===== config.mk =====
export PLATFORM = sky130hd
export DESIGN_NAME = regfile
export DESIGN_NICKNAME = d
export VERILOG_FILES = /design/src/rtl/regfile.sv
export SDC_FILE = /design/constraint.sdc
export NUM_CORES = 1
export LEC_CHECK = 0
export ABC_CLOCK_PERIOD_IN_PS = 4900
export BUFFER_PORTS_ARGS = -buffer_cell sky130_fd_sc_hd__buf_4
export CAP_MARGIN = 20
export CORE_ASPECT_RATIO = 1.5
export CORE_MARGIN = 2
export CORE_UTILIZATION = 35
export DETAILED_ROUTE_END_ITERATION = 8
export GPL_TIMING_DRIVEN = 1
export PLACE_DENSITY_LB_ADDON = 0.15
export SLEW_MARGIN = 20
export SYNTH_ARGS = -nofsm -noshare
export SYNTH_HDL_FRONTEND = slang
export SYNTH_SLANG_ARGS = --single-unit

===== constraint.sdc =====
create_clock -name clk -period 4.9 [get_ports clk]
set_input_delay 0.98 -clock clk [delete_from_list [all_inputs] [get_ports clk]]
set_output_delay 0.98 -clock clk [all_outputs]
set_load 0.005 [all_outputs]

===== src/rtl/regfile.sv =====
// Two-read, one-write register file with a post-reset clear sequencer.
// Entry 0 always reads as zero; same-cycle writes bypass to the read ports.
module regfile #(
  parameter int DW   = 32,
  parameter int AW   = 5,
  parameter int NREG = 32
) (
  input  logic          clk,
  input  logic          rst,
  input  logic          we,
  input  logic [AW-1:0] waddr,
  input  logic [DW-1:0] wdata,
  input  logic          re1,
  input  logic [AW-1:0] raddr1,
  output logic [DW-1:0] rdata1,
  input  logic          re2,
  input  logic [AW-1:0] raddr2,
  output logic [DW-1:0] rdata2,
  output logic          ready
);

  typedef enum logic {
    CLEAR = 1'b0,
    RUN   = 1'b1
  } state_e;

  localparam logic [AW-1:0] LAST = AW'(NREG - 1);

  state_e        state_q, state_d;
  logic [AW-1:0] clr_ptr_q, clr_ptr_d;
  logic          ready_q, ready_d;

  logic [DW-1:0] mem_q [NREG];

  logic          wr_en;
  logic [AW-1:0] wr_addr;
  logic [DW-1:0] wr_data;

  always_ff @(posedge clk) begin
    if (rst) begin
      state_q   <= CLEAR;
      clr_ptr_q <= AW'(1);
      ready_q   <= 1'b0;
    end else begin
      state_q   <= state_d;
      clr_ptr_q <= clr_ptr_d;
      ready_q   <= ready_d;
    end
  end

  always_comb begin
    state_d   = state_q;
    clr_ptr_d = clr_ptr_q;
    ready_d   = ready_q;
    wr_en     = 1'b0;
    wr_addr   = waddr;
    wr_data   = wdata;
    unique case (state_q)
      CLEAR: begin
        // Single write port shared with the sequencer keeps RAM inference
        wr_en     = 1'b1;
        wr_addr   = clr_ptr_q;
        wr_data   = '0;
        clr_ptr_d = clr_ptr_q + AW'(1);
        if (clr_ptr_q == LAST) begin
          state_d = RUN;
          ready_d = 1'b1;
        end
      end
      RUN: begin
        wr_en = we && (waddr != '0);
      end
      default: begin
        state_d = CLEAR;
      end
    endcase
    if (rst) begin
      wr_en = 1'b0;
    end
  end

  always_ff @(posedge clk) begin
    if (wr_en) begin
      mem_q[wr_addr] <= wr_data;
    end
  end

  always_comb begin
    rdata1 = '0;
    if (rst || !ready_q || !re1 || raddr1 == '0) begin
      rdata1 = '0;
    end else if (we && waddr == raddr1) begin
      rdata1 = wdata;
    end else begin
      rdata1 = mem_q[raddr1];
    end
  end

  always_comb begin
    rdata2 = '0;
    if (rst || !ready_q || !re2 || raddr2 == '0) begin
      rdata2 = '0;
    end else if (we && waddr == raddr2) begin
      rdata2 = wdata;
    end else begin
      rdata2 = mem_q[raddr2];
    end
  end

  assign ready = ready_q;

endmodule


==> results of run 1 <==
-- routing by layer --
metal / global-route usage (%) / share of wire [%] / vias up
li1: - / - / 11740
met1: 32.43 / 39 / 16270
met2: 41.94 / 48 / 1636
met3: 4.388 / 7.9 / 383
met4: 11.63 / 4.9 / 8
met5: 0 / 0.030 / -
-- final cells by class --
| cell class | count | area (sq um) |
|---|---|---|
| Tap cell | 1859 | 2326 |
| Timing Repair Buffer | 312 | 3163 |
| Multi-Input combinational cell | 1398 | 17070 |
| Fill cell | 12270 | 81500 |
| Inverter | 6 | 22.52 |
| Clock inverter | 68 | 650.6 |
| Sequential cell | 1031 | 30890 |
| Antenna cell | 3 | 7.507 |
| Clock buffer | 113 | 2487 |
-- layout by cell type (no fill, tap or decap), drive strengths merged, types with 32 or more instances in the layout --
cell type  instances
edfxtp          1024
mux4             421
buf              312
mux2i            219
clkbuf           113
a21oi             80
nor2b             68
nand2             64
o21ai             63
nand3             55
clkinv            53
nor2              52
a221o             50
a211oi            43
a22oi             32
mux2              32
and2              32
-- final timing paths --
check | startpoint | endpoint | slack [ns] | depth (start not counted)
hold reg to reg | clr_ptr_q[2]$_SDFFE_PP0N_ | clr_ptr_q[2]$_SDFFE_PP0N_ | 0.56 | 2
setup reg to reg | state_q$_SDFF_PP0_ | mem_q[9][3]$_DFFE_PP_ | 1.36 | 4
hold / removal | rst | ready$_SDFFE_PP0P_ | 0.53 | 2
setup / recovery | raddr1[0] | rdata1[21] | 0.28 | 7
-- cells by family after synthesis --
logic type                 count (synthesis)  share of synthesized area, %
DFF                                     1031                         63.47
and+or+nand+nor                          307                         3.232
muxes                                    672                         24.73
AOI/OAI and AO/OA                        405                         6.108
adders and majority gates                  2                       0.05141
buffers and inverters                    234                         2.198
xor gates and xnor gates                  12                        0.2159
-- per-stage QoR --
step           hold slack, ns  instance area, sq um
2_1_floorplan          0.4902                 48670
3_3_place_gp           0.5285                 53440
3_5_place_dp           0.5346                 53440
4_1_cts                0.4819                 56580
5_1_grt                0.5265                 56610
6_report               0.5257                 56620
-- power breakdown --
| part | total, mW | switching, mW | internal, mW | leakage (nW) |
|---|---|---|---|---|
| combinational | 1.62 | 0.947 | 0.674 | 7.44 |
| clock | 7.64 | 3.50 | 4.14 | 1.54 |
| sequential | 9.68 | 0.0390 | 9.65 | 9.12 |
| total | 18.9 | 4.48 | 14.5 | 18.1 |
-- registers in the layout (all words and copies together), names as in the netlist --
register	cells
mem_q	1024
ready	1
clr_ptr_q	5
state_q	1
-- critical path, delay by kind of cell --
family | cells | cell delay (ns)
buffers and inverters | 3 | 0.80
AOI/OAI and AO/OA | 3 | 1.26
muxes | 1 | 0.54
==> flow_summary.ini, run 1 <==
[synth]
avgSynthCellArea_sq_um = 18.28
synthDistinctLibCells = 47
synth_area_leader_cell = edfxtp_1
synth_top_area_share_pct = 63.18
synthFlopType = edfxtp_1
syn_area_sq_um = 48670
ys.warnings.count = 0
yosysSeqAreaShare_pct = 63.47
synth.most_common_cell = edfxtp_1
synthArstFlopShare_pct = 0
synth_edf_count = 1024
synth.net_count = 2717
synth_commonest_cells = 1,024 x edfxtp_1, 421 x mux4_2, 219 x mux2i_1
syn_inst = 2663
ys_ff_latch = 1031
yosys-top-cells-area = edfxtp_1 63%, mux4_2 19%, mux2i_1 4.5%

[routing]
routed_wl_microns = 180400
drc = 0
initialDrtViolationCount = 3625
via_per_inst = 6.271
postRouteAntennaNets = 0
drt_first_pass_iters = 6
vias = 30040
wl_per_cell_microns = 37.66

[cts]
hold_buffers = 0
cts_resized = 0
cts.path.max_buffers = 3
clkLatencyLatePin_ns = 0.74
cts_buffers = 97
postCtsSetupRepairBufs = 0
cts_tree = built
cts_root_buf = clkbuf_16
path_clk_slew_ns = 0.06
cts_htree_levels = 3
clock_sinks = 1031

[timing]
hold_violations = 0
slew-limit-headroom_pct = 26.22
worst_slack_ns = 0.2846
finalSetupViolations = 0
period_share_pct = 94.19
tightest_slew_ns = 1.107
skew_ns = 0.01682
rsz0062_at_grt = no
slew_violations = 0
fin_setup_tns_ns = 0
final.min_clock_period_ns = 4.615
fmax_ghz = 0.2167

[final_layout]
nets = 2900
drive_gt1_share_pct = 33.37
utilization_pct = 40.99
final_cells = 4790
syn_to_final_growth_pct = 16.34

[critical_path]
cp-end-kind = output pin
cp-start-kind = input port
cpMaxStageDelayCell = a22oi_1
critPathMaxFanout = 37
critPathKind = in -> out
cp_data_arrival_time_ns = 3.64
slowest_delay_ns = 0.73
crit_chain = buf_8, buf_12, mux4_2, a22oi_1, a31oi_1, a211o_1, buf_4
worstPathRequired_ns = 3.92

[pwr]
powerDensity_nw_per_um2 = 334.6
power.leakage_nw = 18.11
ir_worst_vdd_uv = 269.5
finalPower_mw = 18.95

[outcome]
status = finished, final reports clean

[floorplan]
core_sq_um = 138100
die_y_microns = 460.7
fp.dieW_microns = 308.5
die_area_sq_um = 142100
initial_utilization_pct = 35.24
ioPinCount = 117
fp-row-count = 167

[placement]
dp_hpwl_microns = 113300
place_ws_ns = 0.3183
globalplace.congestion = 0.8331
place_inst = 4605
port_buffers = 116

[hold_path]
hold_class = in -> reg

[global_route]
grt_usage_pct = 25.32
grt_pass1_vias = 30870
grt_pass1_wl_microns = 248200
globalRoute.totalOverflow = 0
grt_max_degree = 54
antenna_found_initial = 8

[run]
max_cap_viol_count = 0
Power figures use the tool's default switching activity.
==> run 2, diff against run 1 <==
--- a/config.mk
+++ b/config.mk
@@ -14,6 +14,7 @@
 export DETAILED_ROUTE_END_ITERATION = 8
 export GPL_TIMING_DRIVEN = 1
 export PLACE_DENSITY_LB_ADDON = 0.15
+export RECOVER_POWER = 25
 export SLEW_MARGIN = 20
 export SYNTH_ARGS = -nofsm -noshare
 export SYNTH_HDL_FRONTEND = slang
==> run 2 against run 1 <==
Effect of this change:
- the run now ends with capacitance limit, slew limit left
- final cell count is essentially flat
- final area is essentially flat
- critical path depth unchanged
- die area stayed put
- via count fell by 0.20%
- sequential share of layout area about the same
- flip-flop and latch count did not move
- worst hold slack improved by 0.0017 ns
- fmax down 0.11%
==> flow_summary.ini, run 2 (synthesized netlist as in run 1, its figures left out) <==
[outcome]
status = finished with violations
violations = capacitance limit, slew limit

[placement]
dp_hpwl_microns = 113300
globalplace.congestion = 0.8331
placed_area_sq_um = 53440
port_buffers = 116
place_inst = 4605

[final_layout]
utilization_pct = 40.97
drive_gt1_share_pct = 32.86
syn_to_final_growth_pct = 16.27
regMostFlops = mem_q
nets = 2900
final_cells = 4789
largest_reg_flops = 1024
reg.largest.list = mem_q: 1024 flops, clr_ptr_q: 5 flops
final_area_sq_um = 56590
final_cell_mix = 1,024 x edfxtp_1, 421 x mux4_2, 241 x buf_4
mostFrequentLayoutCell = edfxtp_1

[critical_path]
critPathMaxFanout = 37
cp-end-kind = output pin
reg2reg_from = state_q$_SDFF_PP0_
rrSetupSlack_ns = 0.71
r2r_cells = 6
cp_data_arrival_time_ns = 3.64
cp-start-kind = input port
crit_start = raddr1[0]
critPathKind = in -> out
worstPathRequired_ns = 3.92
reg2reg_to = mem_q[9][3]$_DFFE_PP_

[floorplan]
ioPinCount = 117
initial_utilization_pct = 35.24
core_sq_um = 138100
die_y_microns = 460.7
fp-row-count = 167
die_area_sq_um = 142100
fp.dieW_microns = 308.5

[cts]
clock_sinks = 1031
cts.path.max_buffers = 3
cts_resized = 0
hold_buffers = 0
cts_tree = built
postCtsSetupRepairBufs = 0
cts_buffers = 97
clkLatencyLatePin_ns = 0.74
path_clk_slew_ns = 0.06
cts_htree_levels = 3
cts_root_buf = clkbuf_16

[timing]
finalSetupViolations = 0
period_share_pct = 94.30
final.min_clock_period_ns = 4.621
slew-limit-headroom_pct = -24.86
tightest_slew_ns = 1.870
skew_ns = 0.01892
slew_violations = 594
fmax_ghz = 0.2164
rsz0062_at_grt = no
hold_violations = 0
fin_setup_tns_ns = 0

[routing]
initialDrtViolationCount = 3723
via_per_inst = 6.260
drt_first_pass_iters = 5
vias = 29980
drc = 0
wl_per_cell_microns = 37.65
postRouteAntennaNets = 0
routed_wl_microns = 180300

[global_route]
grt_usage_pct = 25.32
grt_pass1_wl_microns = 248200
grt_pass1_vias = 30870
grt_max_degree = 54
antenna_found_initial = 8
globalRoute.totalOverflow = 0

[pwr]
power.leakage_nw = 18.07
finalPower_mw = 18.94
powerDensity_nw_per_um2 = 334.8
ir_worst_vdd_uv = 270.0

[hold_path]
hold_path_depth = 2
hold_start = rst
hold_end = ready$_SDFFE_PP0P_
hold_class = in -> reg

[run]
max_cap_viol_count = 18
run 2: cell types whose count changed in the layout (fill, tap and decap cells not counted), sizes merged:
cell / before / now
buf: 312 / 309
clkbuf: 113 / 116
diode: 3 / 2
run 2: area by class of cell:
cell class	instances	area [sq um]
sequential	1031	30890
tap	1859	2326
antenna	2	5.005
fill	12280	81530
inverter	6	22.52
clock buffer	113	2487
multi-input combinational	1398	17060
clock inverter	68	650.6
timing repair buffer	312	3148
run 2: per-layer routing:
metal / up-vias / global-route usage [%] / routed length (microns)
met5: - / 0 / 54
met3: 381 / 4.388 / 14410
met2: 1628 / 41.94 / 87610
met1: 16210 / 32.43 / 69550
li1: 11750 / - / -
met4: 8 / 11.63 / 8693
run 2: how the worst max path moves through the flow:
stage	to	slack [ns]	cells after the start
after CTS	rdata1[21]	0.32	7
after global routing	rdata1[21]	0.25	7
after detailed placement	rdata1[21]	0.32	7
after floorplan	mem_q[0][0]$_DFFE_PP_	1.06	7
final	rdata1[21]	0.28	7
after global placement	rdata1[21]	0.29	7
run 2: power by group:
| group | internal [mW] | switching, mW | total (mW) |
|---|---|---|---|
| sequential | 9.65 | 0.0390 | 9.68 |
| clock | 4.14 | 3.50 | 7.64 |
| combinational | 0.674 | 0.944 | 1.62 |
| total | 14.5 | 4.48 | 18.9 |
run 2: worst max-delay path, stage by stage:
cell and delay [ns]:
buf_8 0.29, buf_12 0.34, mux4_2 0.54, a22oi_1 0.73, a31oi_1 0.18, a211o_1 0.36
buf_4 0.16
run 2: stage by stage:
step / hold slack [ns] / setup slack, ns
after floorplan: 0.4902 / 1.064
after global routing: 0.5339 / 0.2457
final: 0.5274 / 0.2793
after CTS: 0.4819 / 0.3164
after detailed placement: 0.5346 / 0.3183
after global placement: 0.5285 / 0.2921
